--- src/rtl/fifo_ctrl_pkg.sv ---
// Shared definitions for the transaction-layer FIFO controller.
//   FIFO_ADDR_W : default memory address width (16 entries)
//   FIFO_PTR_W  : pointer width, one extra wrap bit above the address
//   FIFO_DEPTH  : number of array entries
//   state_t     : pause flow-control FSM encoding
package fifo_ctrl_pkg;

    localparam int FIFO_ADDR_W = 4;
    localparam int FIFO_PTR_W  = FIFO_ADDR_W + 1;
    localparam int FIFO_DEPTH  = 2 ** FIFO_ADDR_W;

    typedef enum logic {
        ST_RUN   = 1'b0,
        ST_PAUSE = 1'b1
    } state_t;

endpackage

--- src/rtl/fifo_ptr_cnt.sv ---
// PTR_W-bit wrap counter used for the FIFO write and read pointers.
// The MSB acts as the wrap bit; the counter rolls over modulo 2**PTR_W.
// Ports:
//   clk     : rising-edge clock
//   reset_L : asynchronous active-low reset, clears the pointer
//   en      : advance the pointer by one this cycle
//   ptr     : registered pointer value
module fifo_ptr_cnt
    import fifo_ctrl_pkg::*;
#(
    parameter int PTR_W = FIFO_PTR_W
) (
    input  logic             clk,
    input  logic             reset_L,
    input  logic             en,
    output logic [PTR_W-1:0] ptr
);

    always_ff @(posedge clk or negedge reset_L) begin
        if (!reset_L) begin
            ptr <= '0;
        end else if (en) begin
            ptr <= ptr + PTR_W'(1);
        end
    end

endmodule

--- src/rtl/fifo_ctrl.sv ---
// Pointer, flag and flow-control controller for a 2**ADDR_W-entry FIFO array.
// Drives the array write enable and write/read pointers, tracks occupancy,
// and produces full/empty, almost flags, sticky errors and a hysteretic
// pause request for the upstream sender.
// Ports:
//   clk, reset_L           : clock and asynchronous active-low reset
//   push, pop              : write / read requests
//   af_thresh, ae_thresh   : almost-full (pause-on) / almost-empty (resume) levels
//   err_clr                : clears the sticky error flags
//   fifo_we                : array write enable (combinational)
//   wptr, rptr             : registered array pointers, MSB is the wrap bit
//   count                  : registered occupancy 0..DEPTH
//   full, empty            : pointer-derived status
//   almost_full/_empty     : occupancy compared against the live thresholds
//   pause                  : registered flow-control stop
//   overflow_err           : sticky, a push was dropped while full
//   underflow_err          : sticky, a pop was dropped while empty
//   cfg_err                : thresholds inconsistent (ae_thresh >= af_thresh)
module fifo_ctrl
    import fifo_ctrl_pkg::*;
#(
    parameter int ADDR_W = FIFO_ADDR_W,
    parameter int PTR_W  = ADDR_W + 1
) (
    input  logic             clk,
    input  logic             reset_L,
    input  logic             push,
    input  logic             pop,
    input  logic [PTR_W-1:0] af_thresh,
    input  logic [PTR_W-1:0] ae_thresh,
    input  logic             err_clr,
    output logic             fifo_we,
    output logic [PTR_W-1:0] wptr,
    output logic [PTR_W-1:0] rptr,
    output logic [PTR_W-1:0] count,
    output logic             full,
    output logic             empty,
    output logic             almost_full,
    output logic             almost_empty,
    output logic             pause,
    output logic             overflow_err,
    output logic             underflow_err,
    output logic             cfg_err
);

    logic             push_ok;
    logic             pop_ok;
    logic [PTR_W-1:0] count_q;
    logic [PTR_W-1:0] count_next;
    logic             ovf_q;
    logic             unf_q;
    state_t           state_q;
    state_t           state_d;

    // Status from pointers: same slot with differing wrap bits means full.
    assign full  = (wptr[PTR_W-1] != rptr[PTR_W-1]) &&
                   (wptr[ADDR_W-1:0] == rptr[ADDR_W-1:0]);
    assign empty = (wptr == rptr);

    // A push while full is still accepted when a pop frees the slot in the
    // same cycle; a pop while empty is always rejected, even with a push.
    assign push_ok = push && (!full || pop);
    assign pop_ok  = pop && !empty;
    assign fifo_we = push_ok;

    assign count_next = count_q + PTR_W'(push_ok) - PTR_W'(pop_ok);

    assign count        = count_q;
    assign almost_full  = (count_q >= af_thresh);
    assign almost_empty = (count_q <= ae_thresh);
    assign cfg_err      = (ae_thresh >= af_thresh);

    assign overflow_err  = ovf_q;
    assign underflow_err = unf_q;
    assign pause         = (state_q == ST_PAUSE);

    fifo_ptr_cnt #(.PTR_W(PTR_W)) u_wptr (
        .clk     (clk),
        .reset_L (reset_L),
        .en      (push_ok),
        .ptr     (wptr)
    );

    fifo_ptr_cnt #(.PTR_W(PTR_W)) u_rptr (
        .clk     (clk),
        .reset_L (reset_L),
        .en      (pop_ok),
        .ptr     (rptr)
    );

    // Occupancy and sticky errors; a new error event beats a clear.
    always_ff @(posedge clk or negedge reset_L) begin
        if (!reset_L) begin
            count_q <= '0;
            ovf_q   <= 1'b0;
            unf_q   <= 1'b0;
        end else begin
            count_q <= count_next;
            if (push && !push_ok) begin
                ovf_q <= 1'b1;
            end else if (err_clr) begin
                ovf_q <= 1'b0;
            end
            if (pop && !pop_ok) begin
                unf_q <= 1'b1;
            end else if (err_clr) begin
                unf_q <= 1'b0;
            end
        end
    end

    // Pause FSM state register.
    always_ff @(posedge clk or negedge reset_L) begin
        if (!reset_L) begin
            state_q <= ST_RUN;
        end else begin
            state_q <= state_d;
        end
    end

    // Hysteresis on the post-update occupancy so pause changes on the same
    // edge that count crosses a threshold. Inconsistent thresholds force RUN.
    always_comb begin
        state_d = state_q;
        if (cfg_err) begin
            state_d = ST_RUN;
        end else begin
            case (state_q)
                ST_RUN:   if (count_next >= af_thresh) state_d = ST_PAUSE;
                ST_PAUSE: if (count_next <= ae_thresh) state_d = ST_RUN;
                default:  state_d = ST_RUN;
            endcase
        end
    end

endmodule

--- config.mk ---
export PLATFORM = sky130hd
export DESIGN_NAME = fifo_ctrl
export DESIGN_NICKNAME = d
export VERILOG_FILES = /design/src/rtl/fifo_ctrl_pkg.sv /design/src/rtl/fifo_ptr_cnt.sv /design/src/rtl/fifo_ctrl.sv
export SDC_FILE = /design/constraint.sdc
export NUM_CORES = 1
export LEC_CHECK = 0
export ABC_CLOCK_PERIOD_IN_PS = 8800
export CAP_MARGIN = 20
export CELL_PAD_IN_SITES_DETAIL_PLACEMENT = 1
export CELL_PAD_IN_SITES_GLOBAL_PLACEMENT = 2
export CORE_UTILIZATION = 32
export DETAILED_ROUTE_END_ITERATION = 6
export GPL_TIMING_DRIVEN = 0
export PLACE_DENSITY_LB_ADDON = 0.1
export SYNTH_ARGS = -nofsm -noshare
export SYNTH_HDL_FRONTEND = slang
export SYNTH_SLANG_ARGS = --single-unit
--- constraint.sdc ---
create_clock -name clk -period 8.8 [get_ports clk]
set_input_delay 1.76 -clock clk [delete_from_list [all_inputs] [get_ports clk]]
set_output_delay 1.76 -clock clk [all_outputs]
set_load 0.05 [all_outputs]
; ---- Word-level counts from Yosys, hierarchy flattened
; Index checks and enable logic that the tools add are counted.
[totals]
register_bits = 18
elab_cells = 38
[op_classes]
n_reduce_logical = 12
n_lt_le_gt_ge = 5
n_eq_ne = 3
addsub = 4
muxes = 7
bitwise_logic = 1
[ops]
columns = op, count
row1 = $ge A5 B5 Y1, 3
row2 = $add A5 B1 Y5 const B, 2
row3 = $le A5 B5 Y1, 2
row4 = $mux W1, 6
row5 = $add A5 B1 Y5, 1
row6 = $eq A5 B5 Y1, 1
row7 = $logic_and A1 B1 Y1, 5
row8 = $sub A5 B1 Y5, 1
row9 = $eq A4 B4 Y1, 1
row10 = $logic_not A1 Y1, 4
row11 = $reduce_bool A2 Y1, 2
row12 = $pmux W1 S2, 1
row13 = $logic_or A1 B1 Y1, 1
row14 = $ne A1 B1 Y1, 1
row15 = $not A1 Y1, 1

; ---- Logic depth before layout (Yosys ltp)
[logic_depth]
word_depth = 11
mapped_depth = 16
ltp_nobuf = 16

; ---- Modules after synthesis
; A second synthesis with hierarchy kept.
[unflattened]
cells_unflattened = 139
hier_area_um2 = 1442.6
[modules_own_cells]
columns = module, area_each_um2, cells_each, n_inst
row1 = fifo_ctrl, 1042.2, 111, 1
row2 = fifo_ptr_cnt, 200.2, 14, 2

; ---- Worst setup path before layout
; Ideal clock, no wire load.
[synth_timing]
path_kind = in2out
startpoint = in ae_thresh[1]
endpoint = out almost_empty
cell_stages = 7
slack_ps = 3693
required_time_ps = 7040
arrival_ps = 3347
cell_sequence = inv_1 ha_1 nor2b_1 o21a_1 o21ai_0 a21oi_1 o22ai_1
[synth_between]
elab_chain_len = 1
[synth_lines]
columns = item, line
row1 = "start, declared", fifo_ctrl.sv:30  ; input logic [PTR_W-1:0] ae_thresh,
row2 = $le A5 B5 Y1, fifo_ctrl.sv:70  ; assign almost_empty = (count_q <= ae_thresh);
row3 = "end, declared", fifo_ctrl.sv:39  ; output logic almost_empty,
; No other way between the ends.

; ---- Final worst setup path
; Ends and elaborated chain as after synthesis.

==> results by group <==
Run status
  – Status: completed

Global route
  – Total track usage: 0.1499
  – Vias in the first global route: 1,249
  – First-pass GRT wire length: 5982 um
  – Largest net degree at the start of global routing: 19
  – Total grt overflow: 0
  – Initial antenna violation count: 0

Min path
  – Hold WC Path Type: reg2reg

Critical path
  – Setup slack, reg-to-reg: 5.06 ns
  – Crit-path leading delay family: buffers and inverters
  – Worst r2r dst: pause$_DFF_PN0_
  – Critical path depth: 9
  – Critical Path Start: ae_thresh[1]
  – Crit path cell chain: clkdlybuf4s50_1, inv_1, ha_1, nor2b_1, o21a_1, o21ai_0, a21oi_1, o22ai_1, clkdlybuf4s50_1
  – Worst setup endpoint: almost_empty
  – CP Launch Type: primary input
  – Crit path kind: in2out
  – Worst path slowest cell: clkdlybuf4s50_1
  – Critical path's largest stage delay: 0.82 ns
  – WP data arrival: 4.09 ns
  – CP endpoint kind: output port
  – Worst EP required: 7.04 ns
  – Critical Path Fanout Max: 2
  – Reg2reg path depth: 14
  – CP Buf/Inv Count: 3
  – CP most frequent cell: clkdlybuf4s50_1
  – Reg2reg start: u_wptr.ptr[2]$_DFFE_PN0P_

Synthesis
  – Ys async rst share: 1.000
  – Synth Net Count: 199
  – Post-Synthesis Cells: 151
  – Syn Area/Cell: 10.06 um^2
  – Synth cell types: 30
  – Top post-synthesis cells by area: dfrtp_1, ha_1, inv_1
  – Main synth FF type: dfrtp_1
  – Synth Warn #: 0
  – Post-synth top area share: 0.2965
  – Cell type with the largest total area after synthesis: dfrtp_1
  – Post-Syn Area: 0.001519 mm^2
  – Sequential cell area fraction in the yosys report: 0.2965
  – Flops & latches, synth: 18
  – Number of synthesized flops with an enable pin: 0

Finish
  – Layout net count: 242
  – Layout cells sized above 1: 0.06250
  – Most common cell after layout, fill and taps aside: clkdlybuf4s50_1
  – Diode count: 0
  – Fill cells: 502
  – Area delta synth->final: 32.04%
  – Most frequent cells in the layout: clkdlybuf4s50_1, ha_1, inv_1

Place
  – Hpwl dp: 2922 um
  – RD Place Congestion: 0.7406
  – PortBufs: 38

Detailed routing
  – Final antenna-violating net count: 0
  – Vias: 1,190
  – DR iter-0 viols: 47
  – Vias per inst: 4.877
  – Wirelength per Cell: 14.39 um
  – DRT Pass-1 Iters: 6
  – Final Routed Wirelength: 3512 um
  – Post-route DRC: 0

Timing
  – Setup violators final: 0
  – Worst-margin pin slew: 0.8565 ns
  – Worst relative slew slack: 0.4272
  – Post-route setup TNS: 0 ns
  – Minimum clock period: 5.847 ns
  – Slew Limit Fails: 0
  – Fin. Hold Viols: 0
  – Final clock skew: 0.004250 ns
  – Final period util: 0.6644
  – RSZ-0062 raised after global routing: false
  – Fmax: 0.1710 GHz

Clocking
  – Max H-tree Level: 1
  – Clock transition at path regs: 0.07 ns
  – Post-CTS sizing: 0
  – CTS buffer count: 3
  – CTS tree: yes
  – Clk_lat worst skew: 0.25 ns
  – Clk sinks: 18
  – Post-CTS repair timing setup buffer count: 0
  – Clock Tree Buf Depth: 2
  – Root Driver: clkbuf_8
  – Cts hold-fix bufs: 0

Die
  – Die width: 70.90 um
  – Initial Util: 0.3418
  – Row count: 24
  – Core Region: 0.004444 mm^2
  – Die Y: 70.90 um
  – Ports: 39
  – Die ar.: 0.005026 mm^2

Flow run
  – Max Cap Viol: 0
==> final cells by class <==
cell class                      count  area [um^2]  share of cell area
Tap cell                           52        65.06             0.03244
Clock buffer                        3        41.29             0.02059
Multi-Input combinational cell    111        985.9              0.4916
Sequential cell                    18        450.4              0.2246
Timing Repair Buffer               38        380.4              0.1896
Inverter                           22        82.58             0.04117
==> cell usage after synthesis, drive strengths merged (3+ instances only) <==
cell,count
a21o,3
nor2,6
xor2,7
a21oi,9
nand2b,4
xnor2,10
ha,32
o21ai,6
inv,22
dfrtp,18
nand3,4
nand4,3
nand2,8
==> cells by family (layout without fill, tap and decap cells) <==
logic type,after synthesis,in the layout,share of synthesized area
XOR/XNOR,17,17,0.1129
adder cells (fa/ha/maj),33,33,0.2768
AND/OR/NAND/NOR,29,29,0.1079
flip-flops,18,18,0.2965
multiplexers,2,2,0.01729
AO/OA/AOI/OAI,30,30,0.1343
buffers and inverters,22,63,0.05437
==> worst min path at each step <==
stage / startpoint / endpoint / slack, ns / cells past startpoint
finish: pause$_DFF_PN0_ / pause$_DFF_PN0_ / 0.51 / 1
global route: pause$_DFF_PN0_ / pause$_DFF_PN0_ / 0.53 / 1
CTS: pause$_DFF_PN0_ / pause$_DFF_PN0_ / 0.51 / 1
detailed placement: pause$_DFF_PN0_ / pause$_DFF_PN0_ / 0.50 / 1
global placement: pause$_DFF_PN0_ / pause$_DFF_PN0_ / 0.47 / 1
floorplan: overflow_err$_DFFE_PN0P_ / overflow_err$_DFFE_PN0P_ / 0.75 / 2
==> through the flow <==
step / cells / cell area, um^2 / hold slack [ns] / setup WS, ns / utilization
after global routing: 244 / 2006 / 0.5322 / 2.854 / 0.4513
after floorplan: 151 / 1519 / 0.7478 / 3.693 / -
after global placement: 241 / 1964 / 0.4732 / 2.964 / 0.4420
final: 244 / 2006 / 0.5096 / 2.953 / 0.4513
after detailed placement: 241 / 1964 / 0.4968 / 2.956 / 0.4420
after CTS: 244 / 2006 / 0.5062 / 2.958 / 0.4513
==> worst reg2reg max path, delay by kind of cell, from the launching register on <==
kind | cells | cell delay [ns]
adders and majority gates | 4 | 1.19
AOI/OAI and AO/OA | 5 | 1.17
DFF | 1 | 0.47
xor gates and xnor gates | 2 | 0.45
and+or+nand+nor | 1 | 0.19
buffers and inverters | 2 | 0.13
==> per-layer routing <==
metal	global-route usage	up-vias	part of all wire
met4	0.01333	0	0.0020
met3	0.03846	2	0.034
met5	0	-	0
li1	-	606	-
met1	0.2188	560	0.53
met2	0.2318	22	0.43
==> flip-flops by register name, summed over array words and instances (netlist names) <==
register / count
count: 5
u_rptr.ptr: 5
u_wptr.ptr: 5
overflow_err: 1
pause: 1
underflow_err: 1
Power is not shown: default switching activity piles up to over one toggle a cycle in this logic, so the estimate is an artifact.
